`config.mk`:
```
export PLATFORM = sky130hd
export DESIGN_NAME = wb_write_arbiter
export DESIGN_NICKNAME = d
export VERILOG_FILES = /design/src/rtl/wb_write_arbiter.sv
export SDC_FILE = /design/constraint.sdc
export NUM_CORES = 1
export LEC_CHECK = 0
export BUFFER_PORTS_ARGS = -buffer_cell sky130_fd_sc_hd__buf_2
export CAP_MARGIN = 0
export CORE_UTILIZATION = 59
export CTS_BUF_LIST = sky130_fd_sc_hd__clkbuf_4 sky130_fd_sc_hd__clkbuf_8 sky130_fd_sc_hd__clkbuf_16
export DETAILED_ROUTE_END_ITERATION = 16
export GPL_TIMING_DRIVEN = 0
export PLACE_DENSITY = 0.86
export SLEW_MARGIN = 20
export SYNTH_ARGS = -nofsm -noshare
export SYNTH_HDL_FRONTEND = slang
export SYNTH_SLANG_ARGS = --single-unit
```
`constraint.sdc`:
```
create_clock -name clk -period 3.5 [get_ports clk]
set_input_delay 0.175 -clock clk [delete_from_list [all_inputs] [get_ports clk]]
set_output_delay 0.175 -clock clk [all_outputs]
set_load 0.005 [all_outputs]
```
`src/rtl/wb_write_arbiter.sv`:
```
// rtl/wb_write_arbiter.sv - register-file write port arbiter: pipeline first, auxiliary writes queued (optional WB_CANCEL_CNT_EN cancel counter)
module wb_write_arbiter #(
    parameter int DEPTH = 4,
    parameter int AW    = 2
) (
    input  logic        clk,
    input  logic        reset,
    input  logic        pipe_wr,
    input  logic [4:0]  pipe_addr,
    input  logic [31:0] pipe_data,
    input  logic        aux_valid,
    output logic        aux_ready,
    input  logic [4:0]  aux_addr,
    input  logic [31:0] aux_data,
    output logic        rf_wr,
    output logic [4:0]  rf_addr,
    output logic [31:0] rf_data,
    input  logic [4:0]  rd_addr1,
    input  logic [4:0]  rd_addr2,
    output logic        fwd1_hit,
    output logic        fwd2_hit,
    output logic [31:0] fwd1_data,
    output logic [31:0] fwd2_data,
    output logic        busy1,
    output logic        busy2,
    output logic [15:0] cancel_cnt
);

    localparam logic [AW:0] FULL_CNT = (AW + 1)'(DEPTH);

    // Queue storage: address/data payload plus occupancy and live (not superseded) flags.
    logic [4:0]       q_addr [DEPTH];
    logic [31:0]      q_data [DEPTH];
    logic [DEPTH-1:0] q_valid;
    logic [DEPTH-1:0] q_live;

    logic [AW-1:0]    wr_ptr;
    logic [AW-1:0]    rd_ptr;
    logic [AW:0]      count;

    logic             full;
    logic             head_exists;
    logic             pipe_issue;
    logic             pop;
    logic             push;
    logic [DEPTH-1:0] kill_vec;
    logic             busy1_c;
    logic             busy2_c;

    assign full        = (count == FULL_CNT);
    assign head_exists = (count != '0);
    assign aux_ready   = !full;

    // Writes to r0 are architectural no-ops: the pipe does not issue, the aux handshakes but is dropped.
    assign pipe_issue  = pipe_wr && (pipe_addr != 5'd0);
    assign pop         = !pipe_issue && head_exists;
    assign push        = aux_valid && aux_ready && (aux_addr != 5'd0);

    // A pipeline write supersedes every older queued write to the same register.
    always_comb begin
        kill_vec = '0;
        for (int i = 0; i < DEPTH; i++) begin
            if (pipe_issue && q_valid[i] && q_live[i] && (q_addr[i] == pipe_addr)) begin
                kill_vec[i] = 1'b1;
            end
        end
    end

    // Decode must stall on any register still owed a live queued write, including the head being issued now.
    always_comb begin
        busy1_c = 1'b0;
        busy2_c = 1'b0;
        for (int i = 0; i < DEPTH; i++) begin
            if (q_valid[i] && q_live[i] && (q_addr[i] == rd_addr1)) begin
                busy1_c = 1'b1;
            end
            if (q_valid[i] && q_live[i] && (q_addr[i] == rd_addr2)) begin
                busy2_c = 1'b1;
            end
        end
    end

    assign busy1     = busy1_c && (rd_addr1 != 5'd0);
    assign busy2     = busy2_c && (rd_addr2 != 5'd0);

    assign fwd1_hit  = rf_wr && (rf_addr == rd_addr1) && (rd_addr1 != 5'd0);
    assign fwd2_hit  = rf_wr && (rf_addr == rd_addr2) && (rd_addr2 != 5'd0);
    assign fwd1_data = rf_data;
    assign fwd2_data = rf_data;

    // Payload RAM has no reset; occupancy flags alone decide whether an entry means anything.
    always_ff @(posedge clk) begin
        if (push) begin
            q_addr[wr_ptr] <= aux_addr;
            q_data[wr_ptr] <= aux_data;
        end
    end

    // Queue control: pointers, count, occupancy and live flags.
    always_ff @(posedge clk or negedge reset) begin
        if (!reset) begin
            wr_ptr  <= '0;
            rd_ptr  <= '0;
            count   <= '0;
            q_valid <= '0;
            q_live  <= '0;
        end else begin
            // Killed entries stay queued so they still consume their issue slot in order.
            q_live <= q_live & ~kill_vec;
            if (pop) begin
                q_valid[rd_ptr] <= 1'b0;
                rd_ptr          <= rd_ptr + 1'b1;
            end
            // The freshly pushed slot was empty, so a same-edge kill can never touch it.
            if (push) begin
                q_valid[wr_ptr] <= 1'b1;
                q_live[wr_ptr]  <= 1'b1;
                wr_ptr          <= wr_ptr + 1'b1;
            end
            case ({push, pop})
                2'b10:   count <= count + 1'b1;
                2'b01:   count <= count - 1'b1;
                default: count <= count;
            endcase
        end
    end

    // Registered write port: pipeline, then queue head (silent if killed), else idle with address/data held.
    always_ff @(posedge clk or negedge reset) begin
        if (!reset) begin
            rf_wr   <= 1'b0;
            rf_addr <= 5'd0;
            rf_data <= 32'd0;
        end else if (pipe_issue) begin
            rf_wr   <= 1'b1;
            rf_addr <= pipe_addr;
            rf_data <= pipe_data;
        end else if (pop && q_live[rd_ptr]) begin
            rf_wr   <= 1'b1;
            rf_addr <= q_addr[rd_ptr];
            rf_data <= q_data[rd_ptr];
        end else begin
            rf_wr   <= 1'b0;
        end
    end

`ifdef WB_CANCEL_CNT_EN
    logic [AW:0]  kill_num;
    logic [16:0]  cancel_sum;
    logic [15:0]  cancel_q;

    // Population count of entries superseded at this edge.
    always_comb begin
        kill_num = '0;
        for (int i = 0; i < DEPTH; i++) begin
            kill_num = kill_num + {{AW{1'b0}}, kill_vec[i]};
        end
    end

    assign cancel_sum = {1'b0, cancel_q} + 17'(kill_num);

    // Saturating cancel counter.
    always_ff @(posedge clk or negedge reset) begin
        if (!reset) begin
            cancel_q <= 16'h0000;
        end else if (cancel_sum[16]) begin
            cancel_q <= 16'hFFFF;
        end else begin
            cancel_q <= cancel_sum[15:0];
        end
    end

    assign cancel_cnt = cancel_q;
`else
    assign cancel_cnt = 16'h0000;
`endif

endmodule

```
==> reports/summary.txt <==
Clock latency on the worst-skew pair: 0.49 ns
Clock sink count: 201
Fillcell total: 906
Detailed router's first-iteration violation count: 405
Antenna viol nets, final: 0
Post-CTS Repair Setup Buffers: 0
Setup_tns: 0 ns
FF-to-FF Start: rd_ptr[1]
Wire length on met2: 11.4 mm
R2R setup slack: 0.96 ns
Seq/Total Area, Yosys: 61.8%
Worst-margin pin slew: 0.783 ns
Met1 wire length: 8.59 mm
H-tree depth: 1
Vias/cell: 5.43
Die ar.: 16,300 um2
Setup violations, final: 0
LEAKAGE: 4.84 nW
Die span in y: 128 um
Drt total wl: 21.7 mm
Cell count after synthesis: 635
Hold Path Class: in2reg
Worst rel slew slack: 47.4%
Total number of vias: 6,165
Max VDD drop: 0.537 mV
PD cells: 793 nW/um2
Hold path cells: 3
Cts hold-fix bufs: 56
Cts bufs inserted: 20
Post-DP HPWL: 14.1 mm
Largest buffer count on any clock path: 3
CTS tree: done
Fin worst setup slack: 0.960 ns
I/O pin cnt: 211
Post-cts sizing count: 0
First-pass iteration count of the detailed router: 5
Nets: 1,009
Hold Crit Start: pipe_data[1]
Final Hold Violating Endpoints: 0
Fin crit period: 2.54 ns
Area grow syn2layout: 27.5%
Fmax: 0.394 GHz
CP Max Fanout: 10
Worst hold path endpoint: fwd1_data[1]
CP required: 3.85 ns
Setup crit end kind: flop
Clock skew: 0.00701 ns
Max Transition Viols Final: 0
Fin util: 77.8%
RR Endpoint: fwd1_data[0]
Overall global routing resource usage: 27.2%
Post-synth cell types: 38
RePlAce Congestion: 0.927
Most common cell after layout, fill and taps aside: buf_2
Worst EP arrival: 2.89 ns
Dominant cell type by area after synthesis: edfxtp_1
Period utilization: 72.6%
Core area: 15,300 um2
Synth top area share: 47.6%
Vias in the first global route: 6,124
First-pass GRT wire length: 33.4 mm
Ranking of synthesized cells by area: edfxtp_1 48%, dfrtp_1 14%, mux4_2 9.2%
Status: completed
Rows: 45
Async SR Flop Fraction: 26.4%
Diodes inserted: 0
RSZ-0062 raised after global routing: false
Cell Area, Synth: 9340 um2
Met3 WL: 1.23 mm
Max-cap viol count: 0
GRT Residual Overflow: 0
Syn Area/Cell: 14.7 um2
EDFF count, synth: 148
Wire per inst: 19.1 um
Clk pin slew, worst setup/hold paths: 0.06 ns
Most frequent cells in the layout: 185 x buf_2, 148 x edfxtp_1, 83 x buf_4
Port bufs: 179
Seq cells post-synth: 201
Commonest register cell after synthesis: edfxtp_1
Highest routed layer: met4
Clock root buffer: clkbuf_16
Worst setup SP type: flop
Layout cells sized above 1: 38.1%
Initial Util: 61.0%
Largest net degree at the start of global routing: 54
Crit Path Class: reg2reg
Synth warnings: 0
DP Worst Slack: 0.773 ns
Worst-case reg-to-reg path depth: 6
Die Wd: 128 um
Residual DRC: 0
Initial antenna violation count: 0
[power breakdown]
part / internal [mW] / switching [mW]
clock network: 1.28 / 0.860
registers: 3.25 / 0.503
logic: 1.91 / 1.64
total: 6.45 / 3.00
[state kept, by name, indices dropped and copies added, names as in the netlist]
signal,flops
q_data,128
fwd1_data,32
q_addr,20
rf_addr,5
q_live,4
q_valid,4
count,3
rd_ptr,2
wr_ptr,2
rf_wr,1
[how the worst max path moves through the flow]
stage	startpoint	end	slack [ns]	cells after the start
after global routing	rd_ptr[1]	fwd1_data[0]	0.86	6
final	rd_ptr[1]	fwd1_data[0]	0.96	6
after global placement	count[0]	q_data[0][1]	0.57	4
after CTS	rd_ptr[1]	fwd1_data[0]	0.98	6
after floorplan	pipe_addr[3]	count[2]	1.05	11
after detailed placement	pipe_addr[0]	count[2]	0.77	11
[through the flow]
stage / power (mW) / hold slack (ns) / area, um2 / cells
floorplan: 5.89 / -0.121 / 9400 / 650
global placement: 7.03 / 0.391 / 10600 / 1040
detailed placement: 7.24 / 0.286 / 10700 / 1044
CTS: 9.45 / 0.000937 / 11900 / 1136
global route: 9.94 / 0.0107 / 11900 / 1136
finish: 9.45 / 0.00164 / 11900 / 1136
[synth_stat cells (2+ instances only)]
| library cell | instances |
|---|---|
| nor2_1 | 43 |
| nand2_1 | 18 |
| xor2_1 | 20 |
| o41ai_1 | 4 |
| a21oi_1 | 35 |
| or4_1 | 3 |
| nor4_1 | 3 |
| nor3_1 | 6 |
| nand4_1 | 13 |
| buf_2 | 7 |
| clkbuf_1 | 20 |
| a31oi_1 | 4 |
| ha_1 | 9 |
| and2_1 | 4 |
| edfxtp_1 | 148 |
| mux2i_1 | 35 |
| mux4_2 | 38 |
| a21o_1 | 4 |
| buf_4 | 82 |
| xnor2_1 | 53 |
| dfrtp_1 | 53 |
| inv_1 | 10 |
| buf_1 | 4 |
| nand2b_1 | 4 |
| o21ai_0 | 2 |
[cell type report]
cell class / count / area [um2] / share of cell area [%]
Timing Repair Buffer: 239 / 1570 / 13.2
Tap cell: 211 / 264 / 2.22
Sequential cell: 201 / 5770 / 48.5
Clock buffer: 26 / 558 / 4.69
Multi-Input combinational cell: 324 / 2830 / 23.8
Inverter: 10 / 37.5 / 0.315
Buffer: 115 / 767 / 6.44
Clock inverter: 10 / 113 / 0.946
[cells by family (layout without fill, tap and decap cells)]
group / after synthesis / after routing / share of synthesized area (%)
AND/OR/NAND/NOR: 97 / 97 / 4.86
buffers and inverters: 125 / 400 / 8.61
AO/OA/AOI/OAI: 55 / 55 / 3.56
other: 1 / 16 / 0.0401
XOR/XNOR: 73 / 73 / 6.84
multiplexers: 73 / 73 / 12.9
adder cells (fa/ha/maj): 10 / 10 / 1.42
flip-flops: 201 / 201 / 61.8
[per-layer routing]
layer  track usage, %  vias up
met5                0        -
met4             8.72        0
met3             3.51       46
met2             47.2      263
met1             36.1     3077
li1                 -     2779
[worst max-delay path, stage by stage (launching register included)]
cell and delay [ns]:
dfrtp_1 0.49, mux4_2 0.55, o31ai_1 0.22, nand2_1 0.46
clkbuf_1 0.39, nor2_1 0.22, a21oi_1 0.07
(Power assumes the default switching activity.)
